### src/rtl/ysyx_24080014_pc_gen.sv
// Fetch-PC generator for the IFU front end: holds the fetch PC, issues one
// instruction-memory request at a time and applies trap/branch redirects.
module ysyx_24080014_pc_gen #(
  parameter int unsigned      XLEN      = 32,
  parameter logic [XLEN-1:0]  RESET_VEC = XLEN'(32'h8000_0000),
  parameter int unsigned      STEP      = 4
) (
  input  logic            clk,
  input  logic            rst,
  input  logic            stall,
  input  logic            redirect_valid,
  input  logic [XLEN-1:0] redirect_pc,
  input  logic            trap_valid,
  input  logic [XLEN-1:0] trap_pc,
  output logic            req_valid,
  input  logic            req_ready,
  output logic [XLEN-1:0] req_pc,
  input  logic            resp_valid,
  output logic            out_valid,
  output logic [XLEN-1:0] out_pc,
  output logic [31:0]     perf_redirects
);

  localparam logic [1:0] S_REQ  = 2'd0;
  localparam logic [1:0] S_WAIT = 2'd1;
  localparam logic [1:0] S_DROP = 2'd2;

  logic [1:0]      state_q, state_d;
  logic [XLEN-1:0] pc_q, pc_d;
  logic            out_valid_q, out_valid_d;
  logic [XLEN-1:0] out_pc_q, out_pc_d;
  logic [31:0]     perf_q, perf_d;

  logic            redir;
  logic [XLEN-1:0] tgt;

  // NOTE: every signal written here gets a default at the top of the block, so
  // no path through the case statement can leave one unassigned (no latch).
  always_comb begin
    redir       = trap_valid | redirect_valid;
    tgt         = trap_valid ? trap_pc : redirect_pc;
    tgt[1:0]    = 2'b00;

    state_d     = state_q;
    pc_d        = pc_q;
    out_valid_d = 1'b0;
    out_pc_d    = out_pc_q;
    perf_d      = perf_q;
    req_valid   = 1'b0;

    case (state_q)
      S_REQ: begin
        req_valid = !stall && !redir;
        if (redir) begin
          pc_d = tgt;
        end else if (req_valid && req_ready) begin
          state_d = S_WAIT;
        end
      end
      S_WAIT: begin
        if (redir) begin
          // A response arriving with the redirect belongs to the old path.
          pc_d    = tgt;
          state_d = resp_valid ? S_REQ : S_DROP;
        end else if (resp_valid) begin
          out_valid_d = 1'b1;
          out_pc_d    = pc_q;
          pc_d        = pc_q + XLEN'(STEP);
          state_d     = S_REQ;
        end
      end
      S_DROP: begin
        if (redir)      pc_d    = tgt;
        if (resp_valid) state_d = S_REQ;
      end
      default: state_d = S_REQ;
    endcase

    if (redir && (perf_q != 32'hFFFF_FFFF)) perf_d = perf_q + 32'd1;
  end

  // NOTE: state is updated with non-blocking assignments so every flop samples
  // the values from before the edge, independent of statement order.
  always_ff @(posedge clk) begin
    if (rst) begin
      state_q     <= S_REQ;
      pc_q        <= RESET_VEC;
      out_valid_q <= 1'b0;
      out_pc_q    <= '0;
      perf_q      <= '0;
    end else begin
      state_q     <= state_d;
      pc_q        <= pc_d;
      out_valid_q <= out_valid_d;
      out_pc_q    <= out_pc_d;
      perf_q      <= perf_d;
    end
  end

  assign req_pc         = pc_q;
  assign out_valid      = out_valid_q;
  assign out_pc         = out_pc_q;
  assign perf_redirects = perf_q;

endmodule

### config.mk
export PLATFORM = sky130hd
export DESIGN_NAME = ysyx_24080014_pc_gen
export DESIGN_NICKNAME = d
export VERILOG_FILES = /design/src/rtl/ysyx_24080014_pc_gen.sv
export SDC_FILE = /design/constraint.sdc
export NUM_CORES = 1
export LEC_CHECK = 0
export BUFFER_PORTS_ARGS = -buffer_cell sky130_fd_sc_hd__buf_4
export CAP_MARGIN = 10
export CELL_PAD_IN_SITES_DETAIL_PLACEMENT = 0
export CELL_PAD_IN_SITES_GLOBAL_PLACEMENT = 1
export CORE_MARGIN = 2
export CORE_UTILIZATION = 36
export CTS_CLUSTER_DIAMETER = 80
export DETAILED_ROUTE_END_ITERATION = 7
export PLACE_DENSITY_LB_ADDON = 0.3
export SLEW_MARGIN = 20
export SYNTH_ARGS = -nofsm -noshare
export SYNTH_HDL_FRONTEND = slang
export SYNTH_SLANG_ARGS = --single-unit
### constraint.sdc
create_clock -name clk -period 2.7 [get_ports clk]
set_input_delay 0.54 -clock clk [delete_from_list [all_inputs] [get_ports clk]]
set_output_delay 0.54 -clock clk [all_outputs]
set_load 0.005 [all_outputs]
[Yosys cells after proc, flatten, opt, wreduce, memory -nomap -nowiden]
Index checks and enable logic that the tools add are counted.
Cells by class
  muxes and demuxes: 13
  bitwise gates (word level): 3
  add/subtract/negate cells: 2
  reduce and logical (&&, ||, !) cells: 12
  eq/ne operators: 7
Operator list (number)
  $mux 32: 4
  $pmux 32 s2: 1
  $add 32x1->32 const B: 1
  $add 32x3->32 const B: 1
  $ne 32x32->1 const B: 1
  $mux 2: 5
  $pmux 2 s3: 1
  $reduce_and 3->1: 2
  $ne 2x2->1 const B: 2
  $logic_and 1x1->1: 3
  $ne 3x3->1 const B: 1
  $reduce_or 3->1: 1
  $eq 2x1->1 const B: 1
  $eq 2x2->1 const B: 1
  $logic_not 1->1: 2
  $logic_not 2->1: 1
  $mux 1: 2
  $ne 2x1->1 const B: 1
  $not 1->1: 2
  $reduce_and 2->1: 1
  $reduce_bool 2->1: 1
  $reduce_or 2->1: 1
  $or 1x1->1: 1
Word-level totals
  register bits: 99
  logic and storage cells: 42
  output and inout bits: 98
  input bits: 71

[Depth between registers and ports, before layout]
  depth in word-level cells: 7
  depth in mapped cells: 8

[Worst setup path before layout]
No wires, ideal clock.
  path type: input to register
  start point: input port trap_valid
  end point: register perf_q[28] (netlist: perf_redirects[28])
  required time: 2568 ps
  library setup time: 132 ps
  arrival: 2050 ps
  buffers on the path: 1
  stages: 6
  setup slack: 518 ps
  cell sequence: buf_2 > nor2_2 > or4b_4 > or4_1 > o21ai_0 > a21oi_1
On the way
  cells in the longest elaborated chain, start to end: 2
Ends and longest elaborated chain
  start: declaration: line 13  | input logic trap_valid,
  $or 1x1->1: line 40  | redir = trap_valid | redirect_valid;
  $logic_and 1x1->1: line 79  | if (redir && (perf_q != 32'hFFFF_FFFF)) perf_d = perf_q + 32'd1;
  end signal: assignment: line 96  | perf_q <= perf_d;
  end: declaration: line 32  | logic [31:0] perf_q, perf_d;
No other way between the ends.
A chain may end at the register's enable or synchronous reset.

[Worst setup path after layout]
  start point: register perf_q[0] (netlist: perf_redirects[0])
  end point: register perf_q[28] (netlist: perf_redirects[28])
On the way
  cells in the longest elaborated chain, start to end: 2
  elaborated cells between the ends (all ways): 3
  classes of those cells: add/sub: 1; eq/ne: 1; reduce/logical: 1
Ends and longest elaborated chain
  parallel branches: the longest is 2 deep, another holds $add 32x1->32
Parallel ways; which one is timed is not known.

==> results.cfg <==
[place]
hpwlAfterDp_mm = 11.2
place_inst = 958
dpl_cell_area_um2 = 6500
gp_congestion = 0.801
io_buffers = 160
dp_slack_ps = 394

[finish]
layout-drive-gt1-share_pct = 28.5
final_cell_area_um2 = 6780
fin_nets = 862
post-route-util_pct = 48.9
antenna_cells = 0
final_cells = 974
syn_to_final_growth_pct = 32.6

[synth]
syn_inst = 648
synthesis.area_um2 = 5110
synth_edf_count = 0
synth-seq-cells = 95
ys_seq_area_share_pct = 37.2
synthFlopType = dfxtp_1
yosysTopAreaCellShare_pct = 37.2
yosys.area.top_type = dfxtp_1
yosysMostFrequentCell = dfxtp_1
yosysWarnings = 0
ys_top_cells_by_area = dfxtp_1 37%, a21oi_1 7.2%, nand2_1 6.9%
yosys-top-cells-count = 95 x dfxtp_1, 94 x nand2_1, 74 x a21oi_1, 45 x nor2_1, 39 x clkbuf_1
synth-async-reset-ratio_pct = 0
synth_cell_types = 61
syn_area_per_cell_um2 = 7.89

[die]
fp.dieArea_um2 = 15200
start_util_pct = 36.8
ios = 169
die_height_um = 123
die_width_um = 123
num_rows = 43
core_area_um2 = 13900

[clocking]
ctsRootBufferMaster = clkbuf_16
numCtsBuffers = 9
path_clk_slew_ps = 70
clk_latency_ps = 350
cts_tree = done
cts_resized = 0
h-tree-depth = 3
clock_sinks = 95
cts_hold_repair.buffers = 0
post_cts_buffers = 0
cts_buffer_depth = 2

[global_route]
grt.total_usage_pct = 20.9
gr-usage-met2_pct = 33.5
grt_overflow = 0
first_global_vias = 4992
grt_max_degree = 45
grt-busiest-layer = met2
grt_first_pass_wirelength_mm = 25.3
grt_use_met3_pct = 4.80
grt_use_met1_pct = 28.7
antenna_found_initial = 0

[worst_setup_path]
r2r-start = perf_redirects[0]
arrival_ps = 2490
crit_family = simple AND/OR/NAND/NOR gates
crit_chain = ha_1, or4b_4, or4_1, o21ai_0, a21oi_1
slowest_delay_ps = 620
slowest_stage = or4b_4
required_ps = 2930
worst-path-max-fanout = 12
startpoint = perf_redirects[0]
start_kind = flop
worst-path-buf-inv = 0
cp-end-kind = flop
crit_type = reg -> reg

[sta]
worst_slack_ps = 433
tightest_slew_ps = 822
holdWs_ps = 389
clock.fmax_mhz = 441
worst_slew_margin_rel_pct = 45.0
fin_setup_tns_ps = 0
maxSlewViolCount = 0
period_share_pct = 84.0
finClkSkew_ps = 9.79
hold_viol = 0
rsz0062_at_grt = false
finalSetupViolCount = 0
min_period_ps = 2270

[route]
vias_per_cell = 5.46
drtIter0Drc = 329
drt_pass1_iterations = 6
ant_nets = 0
vias = 5321
wl_per_cell_um = 16.1
wl_mm = 15.7
drc = 0

[pwr]
peakVddDrop_mv = 0.336
finalPower_mw = 3.13
p_per_area_nw_per_um2 = 461
power_leakage_nw = 2.70

[outcome]
status = completed

[run]
maxCapViolCount = 0

[worst_hold_path]
holdCritStartpoint = resp_valid
hold_path_class = in -> reg
## report_power, final
part / switching [mW] / internal (mW)
clock network: 0.606 / 0.643
registers: 0.0629 / 1.44
logic: 0.175 / 0.199
total: 0.844 / 2.28
## worst paths after layout
check / to / slack [ps] / cells after the start
worst max-delay path: perf_redirects[28] / 430 / 5
worst min-delay path: state_q[1] / 390 / 2
worst max register to register: perf_redirects[28] / 430 / 5
worst min register to register: out_pc[26] / 460 / 2
## sequential cells by signal, indices dropped and copies added (netlist names)
register and cells:
req_pc 30, out_valid 1, out_pc 30, state_q 2, perf_redirects 32
## metal layers
metal,wire length [um],share of wire [%]
met5,0,0
met4,146,0.93
met3,959,6.1
met2,7360,47
met1,7240,46
## layout by cell type (no fill, tap or decap), types with 5 or more instances in the layout
| master | netlist | routed |
|---|---|---|
| clkbuf_16 | 0 | 9 |
| or4_1 | 10 | 10 |
| o21ai_0 | 26 | 26 |
| nor4_1 | 7 | 7 |
| dfxtp_1 | 95 | 95 |
| mux2_2 | 9 | 9 |
| and3_1 | 10 | 10 |
| and4_1 | 13 | 13 |
| or3_1 | 7 | 7 |
| a21oi_1 | 74 | 74 |
| nor2_1 | 45 | 45 |
| nand2_1 | 94 | 94 |
| mux2i_1 | 25 | 25 |
| xnor2_1 | 13 | 13 |
| o22ai_1 | 5 | 5 |
| nor3_1 | 17 | 16 |
| a211oi_1 | 10 | 10 |
| buf_4 | 4 | 182 |
| nand3_1 | 28 | 28 |
| nand4_1 | 23 | 23 |
| and2_1 | 5 | 5 |
| o211ai_1 | 6 | 6 |
| inv_1 | 8 | 8 |
## kinds of logic after synthesis
family | Yosys count | share of synthesized area (%)
DFF | 95 | 37.2
and+or+nand+nor | 278 | 28.5
muxes | 34 | 6.88
other | 1 | 0.0733
xor gates and xnor gates | 17 | 2.91
adders and majority gates | 2 | 0.489
AOI/OAI and AO/OA | 158 | 18.8
buffers and inverters | 63 | 5.19
## final cells by class
cell class / instances / area, um^2
clock buffer: 9 / 225
clock inverter: 7 / 61.3
fill: 1378 / 7100
inverter: 8 / 30.0
multi-input combinational: 493 / 2970
sequential: 95 / 1900
tap: 180 / 225
timing repair buffer: 182 / 1370
## worst reg2reg max path, cell delays in order, from the launching register on
cell,delay [ps]
dfxtp_1,400
ha_1,320
or4b_4,620
or4_1,550
o21ai_0,170
a21oi_1,90
Note: power is estimated with default switching activity, not from simulation.
